**config.mk**
```make
export PLATFORM = sky130hd
export DESIGN_NAME = alu_seq_param
export DESIGN_NICKNAME = d
export VERILOG_FILES = /design/src/rtl/alu_seq_param.sv
export SDC_FILE = /design/constraint.sdc
export NUM_CORES = 1
export LEC_CHECK = 0
export ABC_AREA = 1
export CAP_MARGIN = 5
export CORE_ASPECT_RATIO = 1.25
export CORE_UTILIZATION = 65
export DETAILED_ROUTE_END_ITERATION = 6
export HOLD_SLACK_MARGIN = 0.03
export PLACE_DENSITY = 0.87
export SYNTH_ARGS = -nofsm -noshare
export SYNTH_HDL_FRONTEND = slang
export SYNTH_SLANG_ARGS = --single-unit
```
**constraint.sdc**
```tcl
create_clock -name clk -period 4.47 [get_ports clk]
set_input_delay 0.894 -clock clk [delete_from_list [all_inputs] [get_ports clk]]
set_output_delay 0.894 -clock clk [all_outputs]
set_load 0.005 [all_outputs]
```
**src/rtl/alu_seq_param.sv**
```systemverilog
// Registered WIDTH-bit ALU with valid/ready handshakes on both sides and a
// multi-cycle shift-add multiplier; sits between decode and writeback.
module alu_seq_param #(
  parameter int unsigned WIDTH  = 8,
  parameter bit          MUL_EN = 1'b1
) (
  input  logic             clk,
  input  logic             rst_n,
  input  logic             in_valid,
  output logic             in_ready,
  input  logic [WIDTH-1:0] a,
  input  logic [WIDTH-1:0] b,
  input  logic [4:0]       sel,
  output logic             out_valid,
  input  logic             out_ready,
  output logic [WIDTH-1:0] z,
  output logic [WIDTH-1:0] z_hi,
  output logic             cout,
  output logic             zero,
  output logic             neg
);

  localparam int unsigned SW = (WIDTH > 1) ? $clog2(WIDTH) : 1;
  localparam int unsigned CW = $clog2(WIDTH + 1);
  localparam int unsigned PW = 2 * WIDTH;

  localparam logic [4:0] OP_ADD    = 5'b00000;
  localparam logic [4:0] OP_AND    = 5'b00001;
  localparam logic [4:0] OP_PASSA  = 5'b00010;
  localparam logic [4:0] OP_PASSB  = 5'b00011;
  localparam logic [4:0] OP_SUB    = 5'b01100;
  localparam logic [4:0] OP_INC    = 5'b10100;
  localparam logic [4:0] OP_PASSA2 = 5'b10000;
  localparam logic [4:0] OP_ADDC   = 5'b00100;
  localparam logic [4:0] OP_SUBD   = 5'b01000;
  localparam logic [4:0] OP_OR     = 5'b00101;
  localparam logic [4:0] OP_XOR    = 5'b00110;
  localparam logic [4:0] OP_SHL    = 5'b00111;
  localparam logic [4:0] OP_SHR    = 5'b01001;
  localparam logic [4:0] OP_MUL    = 5'b11000;

  typedef enum logic {ST_IDLE, ST_BUSY} state_t;

  state_t           r_state;
  logic             r_out_valid;
  logic [WIDTH-1:0] r_z;
  logic [WIDTH-1:0] r_z_hi;
  logic             r_cout;
  logic             r_zero;
  logic             r_neg;
  logic [PW-1:0]    r_mcand;
  logic [WIDTH-1:0] r_mplier;
  logic [PW-1:0]    r_acc;
  logic [CW-1:0]    r_cnt;

  logic [WIDTH:0]   w_sum;
  logic [WIDTH:0]   w_shr;
  logic [SW-1:0]    w_sh;
  logic             w_take;
  logic             w_is_mul;
  logic [PW-1:0]    w_acc_next;
  logic             w_last;

  assign in_ready  = (r_state == ST_IDLE) && (!r_out_valid || out_ready);
  assign w_take    = in_valid && in_ready;
  assign w_is_mul  = MUL_EN && (sel == OP_MUL);
  assign w_sh      = b[SW-1:0];
  assign out_valid = r_out_valid;
  assign z         = r_z;
  assign z_hi      = r_z_hi;
  assign cout      = r_cout;
  assign zero      = r_zero;
  assign neg       = r_neg;

  // Single-cycle datapath: bit WIDTH carries the carry/borrow or last bit shifted out.
  always_comb begin
    w_sum = '0;
    w_shr = '0;
    unique case (sel)
      OP_ADD:             w_sum = {1'b0, a} + {1'b0, b};
      OP_AND:             w_sum = {1'b0, a & b};
      OP_PASSA, OP_PASSA2: w_sum = {1'b0, a};
      OP_PASSB:           w_sum = {1'b0, b};
      OP_SUB:             w_sum = {1'b0, a} - {1'b0, b};
      OP_INC:             w_sum = {1'b0, a} + (WIDTH+1)'(1);
      OP_ADDC:            w_sum = {1'b0, a} + {1'b0, b} + (WIDTH+1)'(1);
      OP_SUBD:            w_sum = {1'b0, a} - {1'b0, b} - (WIDTH+1)'(1);
      OP_OR:              w_sum = {1'b0, a | b};
      OP_XOR:             w_sum = {1'b0, a ^ b};
      OP_SHL:             w_sum = {1'b0, a} << w_sh;
      OP_SHR: begin
        w_shr = {a, 1'b0} >> w_sh;
        w_sum = {w_shr[0], w_shr[WIDTH:1]};
      end
      default:            w_sum = '0;
    endcase
  end

  // One shift-add iteration; the WIDTH-th iteration's sum is the final product.
  assign w_acc_next = r_acc + (r_mplier[0] ? r_mcand : '0);
  assign w_last     = (r_cnt == CW'(WIDTH - 1));

  always_ff @(posedge clk) begin
    if (!rst_n) begin
      r_state     <= ST_IDLE;
      r_out_valid <= 1'b0;
      r_z         <= '0;
      r_z_hi      <= '0;
      r_cout      <= 1'b0;
      r_zero      <= 1'b0;
      r_neg       <= 1'b0;
      r_mcand     <= '0;
      r_mplier    <= '0;
      r_acc       <= '0;
      r_cnt       <= '0;
    end else begin
      unique case (r_state)
        ST_IDLE: begin
          if (w_take && w_is_mul) begin
            r_state     <= ST_BUSY;
            r_mcand     <= PW'(a);
            r_mplier    <= b;
            r_acc       <= '0;
            r_cnt       <= '0;
            r_out_valid <= 1'b0;
          end else if (w_take) begin
            r_z         <= w_sum[WIDTH-1:0];
            r_z_hi      <= '0;
            r_cout      <= w_sum[WIDTH];
            r_zero      <= (w_sum[WIDTH-1:0] == '0);
            r_neg       <= w_sum[WIDTH-1];
            r_out_valid <= 1'b1;
          end else if (out_ready) begin
            r_out_valid <= 1'b0;
          end
        end
        ST_BUSY: begin
          r_acc    <= w_acc_next;
          r_mcand  <= r_mcand << 1;
          r_mplier <= r_mplier >> 1;
          r_cnt    <= r_cnt + CW'(1);
          if (w_last) begin
            r_state     <= ST_IDLE;
            r_z         <= w_acc_next[WIDTH-1:0];
            r_z_hi      <= w_acc_next[PW-1:WIDTH];
            r_cout      <= 1'b0;
            r_zero      <= (w_acc_next == '0);
            r_neg       <= w_acc_next[PW-1];
            r_out_valid <= 1'b1;
          end
        end
      endcase
    end
  end

endmodule

```
==> reports/qor.yml, run 1 <==
critical_path:
  cp_slowest_stage_delay_ns: 0.70
  slowest_stage: "clkdlybuf4s50_1"
  cp-end-kind: "flip-flop"
  cp-startpoint: "a[0]"
  path_delay_family: "simple AND/OR/NAND/NOR gates"
  startpoint_type: "primary input"
  critPathRequiredTime_ns: 4.70
  worstReg2RegStart: "r_mplier[0]"
  arrival_ns: 3.96
  crit_path_cell_trace: "clkdlybuf4s50_1 > inv_1 > ha_1 > fa_1 > inv_1 > nand3_1 > nand3_1 > nand2_1 > nor2_1 > nand3_1 > nand2_1 > nand3_1 > nand2_1 > inv_1 > nand2_2 > inv_2 > nand3_1 > nand3_1 > nand2_1 > inv_1"
  path_class: "primary input to flip-flop"
  timing.critical_path.mode_cell: "nand3_1"
  crit_buf_inv: 6
  path_max_fanout: 7
  rrSetupSlack_ns: 1.36
power:
  p_per_area_nw_per_um2: 244
  peakVddDrop_mv: 0.185
  power.total_mw: 1.72
  leakagePower_nw: 3.37
cts:
  root_buffer: "clkbuf_16"
  postCtsHoldBufs: 0
  clockBufferDepth: 2
  clk_pin_slew_ns: 0.05
  cts_tree: "yes"
  clk_latency_ns: 0.33
  cts_max_level: 3
  cts_resized: 0
  cts.sinks: 65
  cts_made_buffers: 9
  cts_setup_buffers: 0
route:
  drt_iter0_drc: 729
  wl_mm: 21.6
  vias: 7380
  post_drt_wl_per_cell_um: 17.6
  drc_errors: 0
  antenna_left: 0
  drt-vias-per-instance: 6.02
  drtPass1Iterations: 6
floorplanning:
  io_pins: 46
  fp.coreArea_um2: 9170
  die_area_um2: 9900
  die_width_um: 89.2
  initial_utilization_pct: 67.4
  fp.dieH_um: 111
  num_rows: 39
logic_synthesis:
  syn_area_per_cell_um2: 5.81
  syn_nets: 1134
  synth_common_cells: "nand2_1 (348), nand3_1 (115), inv_1 (109), nor2_1 (94), a21oi_1 (75)"
  yosys_register_bits: 65
  synthCells: 1063
  synth-edff-count: 0
  async_reset_ff_share_pct: 0
  synth-main-ff-cell: "dfxtp_1"
  netlist_area_um2: 6180
  ys_types: 44
  synth_top_cell_area_share_pct: 21.1
  synth_top_area_cell: "nand2_1"
  synth_area_leaders: "nand2_1 (21%), dfxtp_1 (21%), nand3_1 (9.3%)"
  synth_most_common_cell: "nand2_1"
  yosys_warnings: 0
  seq_area_frac_synth_pct: 21.1
cells_and_area:
  drive_gt1_share_pct: 6.07
  synthToLayoutAreaGrowth_pct: 13.8
  nets: 1170
  design_area_um2: 7030
  fin_cells: 1226
  diodes: 0
sta:
  setup_viol: 0
  maxSlewViolCount: 0
  fin_crit_sh_pct: 83.4
  grt_setup_unrepaired: "false"
  hold_viol_final: 0
  clock.fmax_mhz: 268
  fin_skew_ns: 0.00424
  worstMarginPinSlew_ns: 1.08
  setup-tns-final_ns: 0
  maxSlewHeadroom_pct: 28.1
  finalCriticalPeriod_ns: 3.73
place:
  postPlaceCellArea_um2: 6730
  gp_congestion: 1.08
  dpl.hpwl_mm: 16.1
  placed_cells: 1211
  port_buffers: 45
worst_hold_path:
  hold_start: "r_acc[4]"
  hold_class: "flip-flop to flip-flop"
job:
  drv_cap: 0
global_routing:
  grt_pass1_wl_mm: 33.8
  grt_usage_pct: 45.5
  grt_max_degree: 32
  overflow: 0
  grt_pass1_vias: 6855
  antenna_found_initial: 0
run_status:
  outcome: "complete, no violations"
-- registers in the layout (all words and copies together) (netlist names) --
signal / cells
r_acc: 16
r_mcand: 16
r_mplier: 8
z: 8
z_hi: 8
r_cnt: 4
cout: 1
neg: 1
out_valid: 1
r_state: 1
zero: 1
-- cell usage in the layout, fill, tap and decap left out, types with 2 or more instances in the layout --
| cell | instances |
|---|---|
| dfxtp_1 | 65 |
| ha_1 | 43 |
| clkdlybuf4s50_1 | 45 |
| nand2_2 | 5 |
| inv_2 | 7 |
| nor2_2 | 10 |
| clkinv_1 | 4 |
| nand4_1 | 24 |
| nor2_1 | 94 |
| fa_1 | 3 |
| clkbuf_8 | 2 |
| xor2_1 | 6 |
| nor3_1 | 4 |
| a31oi_1 | 21 |
| a21oi_1 | 75 |
| nand3_2 | 3 |
| clkbuf_16 | 9 |
| o21ai_0 | 60 |
| nand3_1 | 115 |
| o21bai_1 | 3 |
| o22ai_1 | 3 |
| or2_2 | 2 |
| and2_1 | 2 |
| buf_4 | 15 |
| nor2_4 | 3 |
| nand2_1 | 348 |
| xnor2_1 | 3 |
| inv_1 | 109 |
| a21oi_2 | 2 |
-- through the flow --
stage                     util (%)  worst slack [ns]  hold WS [ns]
after floorplan                  -              1.41         0.440
after global placement        73.3             0.448         0.452
after global routing          76.7             0.472         0.491
final                         76.7             0.742         0.466
after detailed placement      73.3             0.482         0.457
after CTS                     76.7             0.813         0.467
-- routing by layer --
metal  vias up  track usage [%]  share of wire (%)
met5         -                0                  0
met4         0             34.1                8.5
met3       126             9.31                 10
met2       462             74.8                 47
met1      3240             50.1                 34
li1       3552                -                  -
-- cell families after synthesis --
logic type / count (synthesis) / synth area share, %
flip-flops: 65 / 21.1
XOR/XNOR: 9 / 1.28
buffers and inverters: 156 / 10.1
AO/OA/AOI/OAI: 173 / 15.1
adder cells (fa/ha/maj): 46 / 9.68
AND/OR/NAND/NOR: 614 / 42.8
-- layout make-up --
type,instances,area [um^2]
Timing Repair Buffer,60,563
Sequential cell,65,1300
Clock inverter,4,51.3
Tap cell,123,154
Clock buffer,11,253
Fill cell,782,2140
Multi-Input combinational cell,842,4250
Inverter,121,457
-- worst reg2reg max path, cell delays in order (launching register included) --
cell	delay [ns]
dfxtp_1	0.69
nand2_1	0.12
inv_1	0.10
ha_1	0.31
a21oi_1	0.29
nand2_1	0.17
nand2_1	0.12
nand2_1	0.09
nand3_1	0.07
nand2_1	0.22
xor2_1	0.39
nor2_1	0.11
nand2_1	0.15
a31oi_1	0.11
-- power breakdown --
group / leakage [nW] / total (mW) / internal (mW) / switching (mW)
Combinational: 2.70 / 0.402 / 0.137 / 0.265
Sequential: 0.526 / 0.602 / 0.593 / 0.00906
Clock: 0.148 / 0.712 / 0.459 / 0.253
-- worst paths after layout --
kind	to	cells after the start
max reg2reg	neg	13
max	zero	20
min reg2reg	r_acc[4]	2
min	r_acc[4]	2
No activity file was read; power rests on OpenSTA's default activity.
==> inputs of run 2 (changes only) <==
--- a/config.mk
+++ b/config.mk
@@ -8,10 +8,10 @@
 export ABC_AREA = 1
 export CAP_MARGIN = 5
 export CORE_ASPECT_RATIO = 1.25
-export CORE_UTILIZATION = 65
+export CORE_UTILIZATION = 55
 export DETAILED_ROUTE_END_ITERATION = 6
 export HOLD_SLACK_MARGIN = 0.03
-export PLACE_DENSITY = 0.87
+export PLACE_DENSITY = 0.79
 export SYNTH_ARGS = -nofsm -noshare
 export SYNTH_HDL_FRONTEND = slang
 export SYNTH_SLANG_ARGS = --single-unit
==> constraint.sdc (replaced) <==
create_clock -name clk -period 3.2 [get_ports clk]
set_input_delay 0.64 -clock clk [delete_from_list [all_inputs] [get_ports clk]]
set_output_delay 0.64 -clock clk [all_outputs]
set_load 0.005 [all_outputs]
==> run 2 against run 1 <==
  * Via count decreased by 0.54%
  * Final cell count increased by 7.0%
  * Cell area increased by 8.9%
  * Die area increased by 18%
  * Clock power increased by 42%
  * Register-to-register slack got worse by 0.85 ns
  * Critical path type unchanged
  * Highest routed layer unchanged
==> reports/qor.yml, run 2 (synthesis gave the netlist of run 1 again) <==
sta:
  whs_ns: 0.464  # -0.00246 ns
  worstMarginPinSlew_ns: 0.752  # -0.325 ns
  finalCriticalPeriod_ns: 2.97
  maxSlewHeadroom_pct: 49.8  # +22 points
  setup_viol: 0  # unchanged
  fin_skew_ns: 0.00263  # -0.00161 ns
  clock.fmax_mhz: 337
  fin_crit_sh_pct: 92.9
  maxSlewViolCount: 0  # unchanged
  hold_viol_final: 0  # unchanged
  grt_setup_unrepaired: "false"
job:
  drv_cap: 0  # unchanged
floorplanning:
  die_width_um: 96.8  # +8.5%
  die_area_um2: 11700  # +18%
  num_rows: 42  # +7.7%
  fp.dieH_um: 121  # +8.6%
  fp.coreArea_um2: 10800  # +17%
  io_pins: 46  # unchanged
  initial_utilization_pct: 57.4  # -10 points
cts:
  clockBufferDepth: 2  # unchanged
  cts.sinks: 65  # unchanged
  root_buffer: "clkbuf_16"
  cts_tree: "yes"
  cts_made_buffers: 9  # unchanged
  cts_max_level: 3  # unchanged
  cts_setup_buffers: 0  # unchanged
  clk_pin_slew_ns: 0.05  # about the same
  clk_latency_ns: 0.33  # about the same
cells_and_area:
  drive_gt1_share_pct: 12.5  # +6.5 points
  diodes: 0  # unchanged
  final_common_cell: "nand2_1"
  layout_common_cells: "nand2_1 (348), nand3_1 (115), inv_1 (109), nor2_1 (94), buf_4 (90)"
  design_area_um2: 7660  # +8.9%
  synthToLayoutAreaGrowth_pct: 23.9
  nets: 1246  # +6.5%
  fin_cells: 1312  # +7.0%
  utilization_pct: 71.1  # -5.6 points
  top_regs: "r_acc: 16 flops, r_mcand: 16 flops"
critical_path:
  critPathRequiredTime_ns: 3.48  # -1.22 ns
  crit_path_cell_trace: "clkdlybuf4s50_1 > buf_4 > fa_1 > nand3_1 > nand2_2 > ha_1 > nand2_1 > nand2_1 > nor2_1 > nand2_1 > nor2_1 > nand2_1 > nor2_1 > nand3_1 > nor2_1 > nand3_1 > nand3_1 > nand2_1 > inv_1"
  path_class: "primary input to flip-flop"
  cp-end-kind: "flip-flop"
  cp_slowest_stage_delay_ns: 0.56  # -0.14 ns
  timing.critical_path.mode_cell: "nand2_1"
  slowest_stage: "fa_1"
  path_max_fanout: 3  # -4
  arrival_ns: 3.25  # -0.71 ns
  startpoint_type: "primary input"
power:
  p_per_area_nw_per_um2: 328  # +35%
  leakagePower_nw: 3.77  # +12%
  peakVddDrop_mv: 0.280  # +51%
  power.total_mw: 2.51  # +46%
global_routing:
  antenna_found_initial: 0  # unchanged
  grt_pass1_wl_mm: 33.7  # -0.35%
  overflow: 0  # unchanged
  grt_pass1_vias: 6795  # -0.88%
  grt_max_degree: 31  # -3.1%
  grt_usage_pct: 37.2  # -8.4 points
route:
  vias: 7340  # -0.54%
  drtPass1Iterations: 5  # -1
  antenna_left: 0  # unchanged
  post_drt_wl_per_cell_um: 16.5  # -6.0%
  wl_mm: 21.7  # +0.64%
  drt-vias-per-instance: 5.59  # -7.1%
  drt_iter0_drc: 457  # -37%
  drc_errors: 0  # unchanged
place:
  placed_cells: 1296  # +7.0%
  gp_congestion: 1.02  # -4.9%
  postPlaceCellArea_um2: 7310  # +8.6%
  port_buffers: 45  # unchanged
  dpl.hpwl_mm: 17.5  # +8.8%
run_status:
  outcome: "complete, no violations"
worst_hold_path:
  hold_class: "flip-flop to flip-flop"
==> run 2: cell types whose count changed in the layout (fill, tap and decap cells not counted), sizes merged <==
cell / change
clkdlybuf4s50: -3
dlymetal6s2s: +3
buf: +76
clkinvlp: +1
==> run 2: metal layers <==
layer	GRT usage [%]	wire [um]
met1	40.7	8330
met2	67.8	10800
met3	3.24	1030
met4	25.4	1490
met5	0	0
==> run 2: critical path, delay by kind of cell <==
| family | cells | cell delay (ns) |
|---|---|---|
| adders and majority gates | 2 | 0.78 |
| buffers and inverters | 3 | 0.67 |
| and+or+nand+nor | 14 | 1.17 |
==> run 2: final timing paths <==
| path | startpoint | endpoint | slack, ns | cells after the start |
|---|---|---|---|---|
| worst max-delay path | a[1] | zero | 0.23 | 19 |
| worst min-delay path | z_hi[4] | z_hi[4] | 0.46 | 2 |
| worst max register to register | r_mplier[0] | zero | 0.51 | 15 |
| worst min register to register | z_hi[4] | z_hi[4] | 0.46 | 2 |
==> run 2: repair_timing <==
action | 4_1_cts | 5_1_grt
setup endpoints to repair | 0 | 6
hold buffers | 0 | 0
gates resized for setup | 0 | 8
==> run 2: stage by stage <==
| stage | setup slack, ns | setup TNS (ns) |
|---|---|---|
| after global routing | 0.00195 | 0 |
| after global placement | -0.213 | -0.911 |
| final | 0.229 | 0 |
| after CTS | 0.0793 | 0 |
| after detailed placement | -0.252 | -1.18 |
| after floorplan | 0.395 | 0 |
==> run 2: power by group <==
| group | leakage (nW) | switching [mW] | internal [mW] | total (mW) |
|---|---|---|---|---|
| sequential | 0.526 | 0.0113 | 0.828 | 0.839 |
| combinational | 3.09 | 0.393 | 0.270 | 0.662 |
| clock | 0.148 | 0.363 | 0.648 | 1.01 |
| total | 3.77 | 0.767 | 1.75 | 2.51 |
==> run 2: layout make-up <==
cell class | count | area (um^2)
inverter | 121 | 457
multi-input combinational | 842 | 4270
clock inverter | 5 | 62.6
tap | 132 | 165
clock buffer | 11 | 253
sequential | 65 | 1300
timing repair buffer | 136 | 1140
fill | 996 | 3120
==> inputs of run 3 (changes only) <==
--- a/config.mk
+++ b/config.mk
@@ -5,13 +5,12 @@
 export SDC_FILE = /design/constraint.sdc
 export NUM_CORES = 1
 export LEC_CHECK = 0
-export ABC_AREA = 1
 export CAP_MARGIN = 5
 export CORE_ASPECT_RATIO = 1.25
-export CORE_UTILIZATION = 55
+export CORE_UTILIZATION = 54
 export DETAILED_ROUTE_END_ITERATION = 6
 export HOLD_SLACK_MARGIN = 0.03
-export PLACE_DENSITY = 0.79
+export PLACE_DENSITY = 0.78
 export SYNTH_ARGS = -nofsm -noshare
 export SYNTH_HDL_FRONTEND = slang
 export SYNTH_SLANG_ARGS = --single-unit
==> run 3 against run 2 <==
  * Die area decreased by 4.5%
  * Sequential power about the same
  * The run now ends with setup timing left
  * Clock power about the same
  * Combinational power rose by 29%
  * Area after synthesis is 6.4% lower
  * First-iteration DRC count rose by 77%
==> reports/qor.yml, run 3 <==
logic_synthesis:
  yosys_register_bits: 65  # unchanged
  async_reset_ff_share_pct: 0  # unchanged
  synthCells: 751  # -29%
  netlist_area_um2: 5790  # -6.4%
  yosys_warnings: 0  # unchanged
  synth_common_cells: "nor2_1 (91), a21oi_1 (66), dfxtp_1 (65), nand2_1 (53), ha_1 (43)"
  synth_top_area_cell: "dfxtp_1"
  syn_nets: 822  # -28%
  synth_most_common_cell: "nor2_1"
  synth_area_leaders: "dfxtp_1 (22%), ha_1 (9.3%), nor2_1 (5.9%)"
  ys_types: 78  # +77%
  syn_area_per_cell_um2: 7.71  # +33%
  seq_area_frac_synth_pct: 22.5  # +1.4 points
  synth-main-ff-cell: "dfxtp_1"
  synth_top_cell_area_share_pct: 22.5  # +1.3 points
  synth-edff-count: 0  # unchanged
route:
  drtPass1Iterations: 6  # +1
  drt-vias-per-instance: 6.74  # +21%
  post_drt_wl_per_cell_um: 23.6  # +43%
  vias: 7250  # -1.2%
  antenna_left: 0  # unchanged
  drc_errors: 0  # unchanged
  wl_mm: 25.4  # +17%
  drt_iter0_drc: 809  # +77%
sta:
  worstMarginPinSlew_ns: 1.20  # +0.452 ns
  clock.fmax_mhz: 292  # -13%
  maxSlewHeadroom_pct: 19.0  # -31 points
  fin_skew_ns: 0.00815  # +0.00552 ns
  setup-tns-final_ns: -0.288  # -0.288 ns
  setup_viol: 4  # +4
  maxSlewViolCount: 0  # unchanged
  finalCriticalPeriod_ns: 3.43  # +0.457 ns
  setup_slack_ns: -0.228  # -0.457 ns
  grt_setup_unrepaired: "true"
  fin_crit_sh_pct: 107  # +14 points
  hold_viol_final: 0  # unchanged
critical_path:
  startpoint_type: "flip-flop"
  cp-end-kind: "flip-flop"
  critPathRequiredTime_ns: 3.46  # -0.02 ns
  path_max_fanout: 2  # -1
  path_class: "flip-flop to flip-flop"
  rr_worst_depth: 12  # -3
  arrival_ns: 3.69  # +0.44 ns
floorplanning:
  fp.coreArea_um2: 10300  # -4.8%
  die_area_um2: 11100  # -4.5%
  fp.dieH_um: 118  # -2.3%
  initial_utilization_pct: 56.4  # -0.96 points
  die_width_um: 94.6  # -2.3%
  num_rows: 41  # -2.4%
  io_pins: 46  # unchanged
cells_and_area:
  layout_common_cells: "buf_4 (172), nor2_1 (89), dfxtp_1 (65), a21oi_1 (61), nand2_1 (52)"
  top_regs: "r_acc: 16 flops, r_mcand: 16 flops"
  nets: 1011  # -19%
  drive_gt1_share_pct: 30.3  # +18 points
  synthToLayoutAreaGrowth_pct: 43.9
  final_common_cell: "buf_4"
place:
  pre_cts_ws_ns: -1.08  # -0.827 ns
  dpl.hpwl_mm: 17.3  # -1.1%
  gp_congestion: 0.947  # -7.5%
  port_buffers: 45  # unchanged
global_routing:
  grt_max_degree: 52  # +68%
  grt_pass1_vias: 7175  # +5.6%
  antenna_found_initial: 1  # +1
  grt_pass1_wl_mm: 37.3  # +10%
  overflow: 0  # unchanged
  grt_usage_pct: 43.8  # +6.7 points
worst_hold_path:
  hold_path_depth: 2  # unchanged
  hold_class: "flip-flop to flip-flop"
job:
  drv_cap: 0  # unchanged
cts:
  cts.sinks: 65  # unchanged
  root_buffer: "clkbuf_16"
  cts_max_level: 3  # unchanged
  clk_pin_slew_ns: 0.06  # about the same
  cts_made_buffers: 9  # unchanged
  clk_latency_ns: 0.34  # about the same
  cts_tree: "yes"
  clockBufferDepth: 2  # unchanged
  postCtsHoldBufs: 0  # unchanged
power:
  combPwrFrac_pct: 32.0  # +5.6 points
  p_per_area_nw_per_um2: 322  # -2.0%
  pwr-share-clk_pct: 36.6  # -3.6 points
  leakagePower_nw: 3.65  # -3.2%
  intPower_mw: 1.87  # +7.1%
  sw_frac_of_total_pct: 30.2  # -0.30 points
  power_switching_uw: 809  # +5.5%
  peakVddDrop_mv: 0.468  # +67%
  power.total_mw: 2.68  # +6.6%
  pwr-share-seq_pct: 31.4  # -2.0 points
run_status:
  outcome: "finished with violations"
  violations: "setup timing"
## run 3: cell types whose count changed in the layout (fill, tap and decap cells not counted), moves of 23 or more
| cell | change |
|---|---|
| o21ai_0 | -44 |
| nand2_1 | -296 |
| buf_4 | +82 |
| inv_1 | -83 |
| mux2i_1 | +23 |
| nand3_1 | -90 |
## run 3: power by group through the flow
stage               combinational (mW)  sequential, mW  clock, mW
floorplan                        0.352           0.853          0
global placement                 0.713           0.855          0
detailed placement               0.723           0.856          0
CTS                              0.773           0.840      0.969
global route                     0.904           0.841       1.01
finish                           0.856           0.842      0.981
## run 3: path summary, 6_finish.rpt
path	startpoint	end	slack [ns]
setup reg to reg	r_mcand[0]	zero	-0.23
hold reg to reg	cout	cout	0.46
setup / recovery	r_mcand[0]	zero	-0.23
hold / removal	cout	cout	0.46
## run 3: repair_timing
item / in CTS / in global routing
gates resized for setup: 68 / 60
pin swaps: 21 / 28
setup endpoints to repair: 9 / 9
setup buffers: 4 / 8
hold endpoints to repair: 0 / 0
cloned: 0 / 0
## run 3: cell type report
class | count | area, um^2
diodes | 1 | 2.50
fillers | 639 | 1930
multi-input cells | 606 | 4610
flip-flops and latches | 65 | 1300
repair buffers | 224 | 1830
clock buffers | 13 | 250
clock inverters | 3 | 40.0
well taps | 129 | 161
inverters | 34 | 128
## run 3: per-stage QoR
step / utilization, % / hold WS (ns) / instances / instance area (um^2)
after detailed placement: 73.1 / 0.455 / 1046 / 7500
after CTS: 78.2 / 0.473 / 1066 / 8020
after floorplan: - / 0.441 / 751 / 5830
after global routing: 81.2 / 0.487 / 1075 / 8330
final: 81.2 / 0.463 / 1075 / 8330
after global placement: 73.1 / 0.448 / 1046 / 7500
## run 3: cells by family (layout without fill, tap and decap cells)
kind of cell,Yosys count,count (layout),synth area share (%)
adder cells (fa/ha/maj),46,46,10.3
flip-flops,65,65,22.5
other,0,1,0
XOR/XNOR,36,36,5.45
AND/OR/NAND/NOR,291,291,25.1
buffers and inverters,80,274,5.49
multiplexers,33,33,7.46
AO/OA/AOI/OAI,200,200,23.6
## run 3: per-layer routing
metal  vias up  share of wire [%]  global-route usage (%)  wire, um
met3       194                9.4                    8.14      2380
met4         0                8.6                    30.8      2200
met1      3379                 35                    48.7      8780
li1       3130                  -                       -         -
met5         -                  0                       0         0
met2       547                 47                    73.6     12000
## run 3: critical path, cell delays in order (launching register included)
cell and delay, ns:
dfxtp_1 0.32, and2_1 0.16, ha_2 0.19, fa_2 0.38, xnor2_1 0.19, nand2_1 0.12
or3_4 0.42, nor3_2 0.25, or4b_4 0.53, nor4_4 0.15, nand4b_1 0.11, or4_1 0.44
o211ai_2 0.08
